===== src/rtl/byte_op_pkg.sv =====
// Shared definitions for the byte-manipulation controller: opcodes, FSM encoding
// and the legality check used at issue time.
package byte_op_pkg;

    localparam int DATA_W = 16;
    localparam int RA_W   = 3;
    localparam int OP_W   = 3;
    localparam int CNT_W  = 3;

    localparam logic [OP_W-1:0] OP_MOVL  = 3'd0;
    localparam logic [OP_W-1:0] OP_MOVLZ = 3'd1;
    localparam logic [OP_W-1:0] OP_MOVLS = 3'd2;
    localparam logic [OP_W-1:0] OP_MOVH  = 3'd3;
    localparam logic [OP_W-1:0] OP_SWPB  = 3'd4;

    typedef enum logic [2:0] {
        ST_IDLE  = 3'd0,
        ST_ISSUE = 3'd1,
        ST_WAIT  = 3'd2,
        ST_EXEC  = 3'd3,
        ST_WB    = 3'd4
    } state_t;

    function automatic logic op_is_legal(input logic [OP_W-1:0] op);
        return op <= OP_SWPB;
    endfunction

endpackage


===== src/rtl/byte_op_ctrl_if.sv =====
// Decode request handshake plus register-file read/write ports of the controller.
interface byte_op_ctrl_if;
    import byte_op_pkg::*;

    logic              req_valid;
    logic              req_ready;
    logic [OP_W-1:0]   req_op;
    logic [RA_W-1:0]   req_dst;
    logic [7:0]        req_byte;
    logic              rf_rd_en;
    logic [RA_W-1:0]   rf_rd_addr;
    logic [DATA_W-1:0] rf_rd_data;
    logic              rf_wr_req;
    logic              rf_wr_gnt;
    logic [RA_W-1:0]   rf_wr_addr;
    logic [DATA_W-1:0] rf_wr_data;
    logic              done;
    logic              err;

    modport slave (
        input  req_valid, req_op, req_dst, req_byte, rf_rd_data, rf_wr_gnt,
        output req_ready, rf_rd_en, rf_rd_addr, rf_wr_req, rf_wr_addr, rf_wr_data,
               done, err
    );

    modport master (
        output req_valid, req_op, req_dst, req_byte, rf_rd_data, rf_wr_gnt,
        input  req_ready, rf_rd_en, rf_rd_addr, rf_wr_req, rf_wr_addr, rf_wr_data,
               done, err
    );

endinterface


===== src/rtl/byte_op_alu.sv =====
// Combinational byte merge/swap applied to the register value read back for Rd.
module byte_op_alu
    import byte_op_pkg::*;
(
    input  logic [OP_W-1:0]   op,
    input  logic [DATA_W-1:0] v,
    input  logic [7:0]        b,
    output logic [DATA_W-1:0] result
);

    always_comb begin
        result = v;
        case (op)
            OP_MOVL:  result = {v[15:8], b};
            OP_MOVLZ: result = {8'h00, b};
            OP_MOVLS: result = {8'hFF, b};
            OP_MOVH:  result = {b, v[7:0]};
            OP_SWPB:  result = {v[7:0], v[15:8]};
            default:  result = v;
        endcase
    end

endmodule


===== src/rtl/byte_op_ctrl.sv =====
// Read-modify-write sequencer for one byte instruction at a time.
//   state | meaning
//   IDLE  | ready for a request
//   ISSUE | read strobe out, or drop an illegal op with err
//   WAIT  | count down read latency, capture read data at zero
//   EXEC  | register the ALU result
//   WB    | hold the write request until granted
module byte_op_ctrl
    import byte_op_pkg::*;
#(
    parameter int RD_LAT = 1
) (
    input  logic           E,
    input  logic           rst,
    byte_op_ctrl_if.slave  bus
);

    state_t            state_q, state_d;
    logic [CNT_W-1:0]  cnt_q, cnt_d;
    logic [OP_W-1:0]   op_q, op_d;
    logic [RA_W-1:0]   dst_q, dst_d;
    logic [7:0]        byte_q, byte_d;
    logic [DATA_W-1:0] val_q, val_d;
    logic [DATA_W-1:0] result_q, result_d;
    logic              rd_en_q, rd_en_d;
    logic              wr_req_q, wr_req_d;
    logic              err_q, err_d;
    logic [DATA_W-1:0] alu_res;

    byte_op_alu u_alu (
        .op     (op_q),
        .v      (val_q),
        .b      (byte_q),
        .result (alu_res)
    );

    always_comb begin
        state_d  = state_q;
        cnt_d    = cnt_q;
        op_d     = op_q;
        dst_d    = dst_q;
        byte_d   = byte_q;
        val_d    = val_q;
        result_d = result_q;
        rd_en_d  = 1'b0;
        wr_req_d = wr_req_q;
        err_d    = 1'b0;
        case (state_q)
            ST_IDLE: begin
                if (bus.req_valid) begin
                    op_d    = bus.req_op;
                    dst_d   = bus.req_dst;
                    byte_d  = bus.req_byte;
                    rd_en_d = op_is_legal(bus.req_op);
                    state_d = ST_ISSUE;
                end
            end
            ST_ISSUE: begin
                if (!op_is_legal(op_q)) begin
                    err_d   = 1'b1;
                    state_d = ST_IDLE;
                end else begin
                    cnt_d   = CNT_W'(RD_LAT - 1);
                    state_d = ST_WAIT;
                end
            end
            ST_WAIT: begin
                if (cnt_q == '0) begin
                    val_d   = bus.rf_rd_data;
                    state_d = ST_EXEC;
                end else begin
                    cnt_d = cnt_q - CNT_W'(1);
                end
            end
            ST_EXEC: begin
                result_d = alu_res;
                wr_req_d = 1'b1;
                state_d  = ST_WB;
            end
            ST_WB: begin
                if (bus.rf_wr_gnt) begin
                    wr_req_d = 1'b0;
                    state_d  = ST_IDLE;
                end
            end
            default: state_d = ST_IDLE;
        endcase
    end

    always_ff @(posedge E) begin
        if (rst) begin
            state_q  <= ST_IDLE;
            cnt_q    <= '0;
            op_q     <= '0;
            dst_q    <= '0;
            byte_q   <= '0;
            val_q    <= '0;
            result_q <= '0;
            rd_en_q  <= 1'b0;
            wr_req_q <= 1'b0;
            err_q    <= 1'b0;
        end else begin
            state_q  <= state_d;
            cnt_q    <= cnt_d;
            op_q     <= op_d;
            dst_q    <= dst_d;
            byte_q   <= byte_d;
            val_q    <= val_d;
            result_q <= result_d;
            rd_en_q  <= rd_en_d;
            wr_req_q <= wr_req_d;
            err_q    <= err_d;
        end
    end

    assign bus.req_ready  = (state_q == ST_IDLE);
    assign bus.rf_rd_en   = rd_en_q;
    assign bus.rf_rd_addr = dst_q;
    assign bus.rf_wr_req  = wr_req_q;
    assign bus.rf_wr_addr = dst_q;
    assign bus.rf_wr_data = result_q;
    // A grant arriving while reset is sampled must not retire the dropped write.
    assign bus.done       = wr_req_q & bus.rf_wr_gnt & ~rst;
    assign bus.err        = err_q;

endmodule


===== src/flat_wrapper.sv =====
// flat-port wrapper written by rule: the top's interface ports become plain ports
module byte_op_ctrl_flat import byte_op_pkg::*;
#(
    parameter int RD_LAT = 1
)
  (E, rst, bus_req_valid, bus_req_op, bus_req_dst, bus_req_byte, bus_rf_rd_data, bus_rf_wr_gnt, bus_req_ready, bus_rf_rd_en, bus_rf_rd_addr, bus_rf_wr_req, bus_rf_wr_addr, bus_rf_wr_data, bus_done, bus_err);
  byte_op_ctrl_if bus_i ();
  input  logic E;
  input  logic rst;
  input wire logic [$bits(bus_i.req_valid)-1:0] bus_req_valid;
  input wire logic [$bits(bus_i.req_op)-1:0] bus_req_op;
  input wire logic [$bits(bus_i.req_dst)-1:0] bus_req_dst;
  input wire logic [$bits(bus_i.req_byte)-1:0] bus_req_byte;
  input wire logic [$bits(bus_i.rf_rd_data)-1:0] bus_rf_rd_data;
  input wire logic [$bits(bus_i.rf_wr_gnt)-1:0] bus_rf_wr_gnt;
  output wire logic [$bits(bus_i.req_ready)-1:0] bus_req_ready;
  output wire logic [$bits(bus_i.rf_rd_en)-1:0] bus_rf_rd_en;
  output wire logic [$bits(bus_i.rf_rd_addr)-1:0] bus_rf_rd_addr;
  output wire logic [$bits(bus_i.rf_wr_req)-1:0] bus_rf_wr_req;
  output wire logic [$bits(bus_i.rf_wr_addr)-1:0] bus_rf_wr_addr;
  output wire logic [$bits(bus_i.rf_wr_data)-1:0] bus_rf_wr_data;
  output wire logic [$bits(bus_i.done)-1:0] bus_done;
  output wire logic [$bits(bus_i.err)-1:0] bus_err;
  assign bus_i.req_valid = bus_req_valid;
  assign bus_i.req_op = bus_req_op;
  assign bus_i.req_dst = bus_req_dst;
  assign bus_i.req_byte = bus_req_byte;
  assign bus_i.rf_rd_data = bus_rf_rd_data;
  assign bus_i.rf_wr_gnt = bus_rf_wr_gnt;
  assign bus_req_ready = bus_i.req_ready;
  assign bus_rf_rd_en = bus_i.rf_rd_en;
  assign bus_rf_rd_addr = bus_i.rf_rd_addr;
  assign bus_rf_wr_req = bus_i.rf_wr_req;
  assign bus_rf_wr_addr = bus_i.rf_wr_addr;
  assign bus_rf_wr_data = bus_i.rf_wr_data;
  assign bus_done = bus_i.done;
  assign bus_err = bus_i.err;
  byte_op_ctrl #(.RD_LAT(RD_LAT)) u_core (.E(E), .rst(rst), .bus(bus_i));
endmodule

===== config.mk =====
export PLATFORM = sky130hd
export DESIGN_NAME = byte_op_ctrl_flat
export DESIGN_NICKNAME = d
export VERILOG_FILES = /design/src/rtl/byte_op_pkg.sv /design/src/rtl/byte_op_ctrl_if.sv /design/src/rtl/byte_op_alu.sv /design/src/rtl/byte_op_ctrl.sv /design/src/flat_wrapper.sv
export SDC_FILE = /design/constraint.sdc
export NUM_CORES = 1
export LEC_CHECK = 0
export ABC_AREA = 1
export CAP_MARGIN = 5
export CORE_MARGIN = 2
export CORE_UTILIZATION = 45
export DETAILED_ROUTE_END_ITERATION = 8
export PLACE_DENSITY = 0.81
export RECOVER_POWER = 25
export SYNTH_ARGS = -nofsm -noshare
export SYNTH_HDL_FRONTEND = slang
export SYNTH_SLANG_ARGS = --single-unit

===== constraint.sdc =====
create_clock -name E -period 1.35 [get_ports E]
set_clock_uncertainty 0.15 [all_clocks]
set_input_delay 0.3375 -clock E [delete_from_list [all_inputs] [get_ports E]]
set_output_delay 0.3375 -clock E [all_outputs]
set_load 0.05 [all_outputs]

---- Word-level counts from Yosys, hierarchy flattened ----
Cells that the tools add are included.
cells by class
  bitwise operators ....................... 6
  reduce and logical (&&, ||, !) cells .... 12
  mux-type cells .......................... 12
  $lt $le $gt $ge ......................... 2
  equal/unequal tests ..................... 13
  $add $sub $neg .......................... 1
operators by type and width
  kind                 number
  $pmux 16 s5          1
  $mux 3               5
  $pmux 3 s5           1
  $eq 3x2->1 const B   4
  $logic_not 3->1      3
  $eq 3x1->1 const B   2
  $eq 3x3->1 const B   2
  $le 3x3->1 const B   2
  $ne 2x2->1 const B   3
  $pmux 3 s2           1
  $reduce_and 2->1     3
  $reduce_and 3->1     2
  $ne 2x1->1 const B   2
  $not 1->1            4
  $reduce_bool 2->1    2
  $reduce_or 3->1      1
  $sub 3x1->3 const B  1
  $and 1x1->1          2
  $mux 1               2
  $mux 2               1
  $pmux 1 s2           1
  $reduce_or 2->1      1
storage, ports and cells
  output and inout port bits .............. 27
  logic and storage cells ................. 56
  register bits ........................... 55

---- Depth between registers and ports, before layout ----
  depth in word-level cells ............... 3
  mapped depth ............................ 9

---- By module ----
A second synthesis with hierarchy kept.
second synthesis, totals
  cell total of the unflattened synthesis .. 387
  area total of the unflattened synthesis .. 2663.8 um^2
by module, submodules not included
  module        area an instance (um^2)  cells each  times used
  byte_op_ctrl  2084.5                   260         1
  byte_op_alu   579.3                    127         1

---- Worst setup path after synthesis ----
No wires, ideal clock.
  kind .................................... reg-to-output
  start ................................... register u_core.wr_req_q (netlist: u_core.bus.rf_wr_req)
  end ..................................... output port bus_done
  data required time ...................... 0.863 ns
  path buffers ............................ 0
  arrival time ............................ 1.405 ns
  cell stages (with the launch flop) ...... 3
  path slack .............................. -0.543 ns
  cell sequence ........................... dfxtp_1 nand2_1 nor2_1
on the way
  longest elaborated chain between the ends .. 2
RTL lines
  what                       RTL line             text
  start: declaration         byte_op_ctrl.sv:26   logic wr_req_q, wr_req_d;
  start signal: assignment   byte_op_ctrl.sv:111  wr_req_q <= wr_req_d;
  $and 1x1->1 (2 in series)  byte_op_ctrl.sv:123  assign bus.done = wr_req_q & bus.rf_wr_gnt & ~rst;
  end: declaration           flat_wrapper.sv:22   output wire logic [$bits(bus_i.done)-1:0] bus_done;
Every way passes these cells.

---- Worst setup path after layout ----
  start ................................... register u_core.state_q[0]
  end ..................................... output port bus_req_ready
on the way
  longest elaborated chain between the ends .. 1
RTL lines
  what                      RTL line             text
  start: declaration        byte_op_ctrl.sv:18   state_t state_q, state_d;
  start signal: assignment  byte_op_ctrl.sv:103  state_q <= state_d;
  $logic_not 3->1           byte_op_ctrl.sv:116  assign bus.req_ready = (state_q == ST_IDLE);
  end: declaration          flat_wrapper.sv:16   output wire logic [$bits(bus_i.req_ready)-1:0] bus_req_ready;
Every way passes these cells.

==> impl_metrics.csv <==
group,metric,value,unit
outcome,status,"complete, but fails checks",
outcome,violations,"setup timing",
yosys,ys.flop_type,"dfxtp_1",
placed_design,io_buffer_count,60,
clock_network,cts_inserted_buffers,5,
clock_network,htree_num_levels,2,
yosys,synth_area_per_cell,7.287,µm²
finish,ff_latch_area,0.001155,mm²
global_routing,overflow,0,
critical_path,worstPathMaxFanout,2,
yosys,synth.yosys.seq_area_share,41.51,%
critical_path,cp_num_buf_inv,3,
critical_path,crit_cells,5,
timing,hold_viol,0,
yosys,ys_ff_latch,55,
timing,slew_viol_final,0,
yosys,yosys.area.top_type,"dfxtp_1",
yosys,post-synth-top-area-fraction,41.51,%
routing,vias,3358,
floorplan,row_count,27,
yosys,netlist_area,0.002653,mm²
yosys,ys_types,31,
clock_network,clock_latency,0.32,ns
finish,final_core_utilization,81.66,%
critical_path,end_kind,"output pin",
hold_path,hold_path.class,"register to register",
critical_path,worst_setup_path_start_kind,"register",
critical_path,crit_family,"flip-flops",
critical_path,critPathKind,"register to output pin",
finish,nets,501,
routing,first_iter_violations,462,
timing,timing.final.crit_period,1.642,ns
critical_path,worst_ep_required_time,0.86,ns
global_routing,grt_pass1_wl,14090,µm
finish,diodes,0,
timing,setup_violations,60,
routing,drtPass1Iterations,6,
finish,multi_input_area,0.001584,mm²
power,power_density,1368,mW/mm²
clock_network,hold_buffers,0,
routing,vias_per_cell,6.242,
global_routing,antenna_found_initial,0,
power,ir_drop,0.7397,mV
finish,n_fill_cell,284,
critical_path,critPathArrivalTime,1.15,ns
finish,syn2layout_area_growth,72.64,%
yosys,ys_warn_count,0,
critical_path,ff2ff_path_depth,10,
timing,setup_ws,-0.2919,ns
timing,fin_crit_sh,121.6,%
placed_design,place_ws,-0.3781,ns
power,power.leakage,1.879,nW
timing,worstMarginPinSlew,0.4646,ns
floorplan,ioPinCount,61,
timing,rsz0062_at_grt,"true",
yosys,yosysMostFrequentCell,"nand2_1",
timing,slew_headroom,69.02,%
yosys,synth_nets,400,
routing,drt_wl_total,11980,µm
global_routing,grt_pass1_vias,2869,
placed_design,dp_hpwl,5185,µm
floorplan,fp.dieH,80.78,µm
yosys,synth_commonest_cells,"58 x nand2_1, 55 x dfxtp_1, 52 x inv_1",
clock_network,cts_sinks,55,
placed_design,dpl_cell_area,0.003791,mm²
clock_network,cts_buffer_depth,2,
floorplan,core,0.005608,mm²
finish,drive_above_1_share,47.64,%
routing,ant_nets,0,
run,drv_cap,0,
routing,drcViolationCount,0,
clock_network,path_clk_slew,0.10,ns
floorplan,die-area,0.006525,mm²
routing,wl_per_cell,22.28,µm
yosys,synth_cells,364,
critical_path,crit_chain,"inv_2, nand2_2, nor2_4, buf_6, buf_12",
yosys,synth_edf_count,0,
yosys,synthArstFlopShare,0,%
hold_path,hold_depth,2,
placed_design,gp_congestion,0.9112,
floorplan,start_util,47.30,%
power,power,6.264,mW
timing,fmax,609.0,MHz
critical_path,slowest_delay,0.36,ns
finish,post-route-cell-area,0.004579,mm²
yosys,synth_area_leaders,"dfxtp_1 42%, nand2_1 8.2%, o21ai_0 7.7%",
critical_path,cp_slowest_cell,"dfxtp_4",
floorplan,die_x,80.78,µm
global_routing,grt_usage,28.48,%
global_routing,grt_start_max_net_pins,22,
clock_network,cts_tree,"done",
clock_network,cts-root-buf,"clkbuf_8",
[flip-flops by register name, indices dropped and copies added, names as in the netlist]
name,cells
u_core.state_q,3
u_core.bus.err,1
u_core.val_q,16
u_core.bus.rf_rd_addr,3
u_core.bus.rf_wr_req,1
u_core.byte_q,8
u_core.op_q,3
u_core.bus.rf_wr_data,16
u_core.cnt_q,3
u_core.bus.rf_rd_en,1
[through the flow]
step | setup TNS [ns] | hold WS (ns) | cells
floorplan | -2.168 | 0.2886 | 364
CTS | -3.622 | 0.3224 | 526
finish | -8.475 | 0.3595 | 538
global placement | -11.78 | 0.3014 | 505
global route | -10.49 | 0.3730 | 538
detailed placement | -12.99 | 0.3077 | 505
[logic make-up after synthesis]
| group | Yosys count | share of synthesized area, % |
|---|---|---|
| and+or+nand+nor | 129 | 22.92 |
| buffers and inverters | 79 | 14.43 |
| adders and majority gates | 2 | 0.9432 |
| AOI/OAI and AO/OA | 99 | 20.19 |
| DFF | 55 | 41.51 |
[per-layer routing]
layer | up-vias | GRT usage [%] | part of all wire, %
met1 | 1554 | 35.09 | 37
li1 | 1380 | - | -
met3 | 94 | 6.333 | 10
met5 | - | 0 | 0
met4 | 0 | 11.86 | 5.7
met2 | 330 | 48.17 | 47
[timing repair]
item / in CTS / in global routing
gates cloned: 4 / 5
hold endpoints to repair: 0 / 0
buffers inserted: 9 / 10
resized for setup: 76 / 101
pin swaps: 17 / 16
endpoints found under the setup margin: 54 / 73
[cell usage in the layout, fill, tap and decap left out, types with 11 or more instances in the layout]
cell             synthesis  final
buf_6                    7     16
buf_4                    7     26
dfxtp_2                  0     19
nand3_1                 17     16
inv_1                   52     48
nor2_1                  30     21
nand2_1                 58     50
clkdlybuf4s50_1          0     30
nand2_2                  6     11
buf_12                   0     31
o21ai_2                  5     24
a21oi_1                 37     11
a21oi_2                  2     25
dfxtp_1                 55     28
o21ai_1                  4     14
[final timing paths]
kind / from / endpoint / slack [ns]
setup reg to reg: u_core.state_q[0] / u_core.bus.rf_wr_data[10] / -0.27
hold reg to reg: u_core.val_q[4] / u_core.val_q[4] / 0.36
setup / recovery: u_core.state_q[0] / bus_req_ready / -0.29
hold / removal: u_core.val_q[4] / u_core.val_q[4] / 0.36
[power breakdown]
group	total [mW]	internal, mW	switching [mW]
Clock	0.947	0.363	0.584
Sequential	2.10	1.88	0.216
Combinational	3.22	1.39	1.83
Total	6.26	3.63	2.63
[area by class of cell]
cell class,count,area share (%)
Timing Repair Buffer,112,31.50
Clock buffer,5,1.503
Tap cell,72,1.967
Multi-Input combinational cell,233,34.59
Sequential cell,55,25.22
Inverter,58,4.781
Clock inverter,3,0.4372
[tightest hold or removal path, stage by stage, from the launching register on]
cell,delay [ns]
dfxtp_1,0.34
inv_1,0.08
a21oi_2,0.06
No activity file was read; power rests on OpenSTA's default activity.
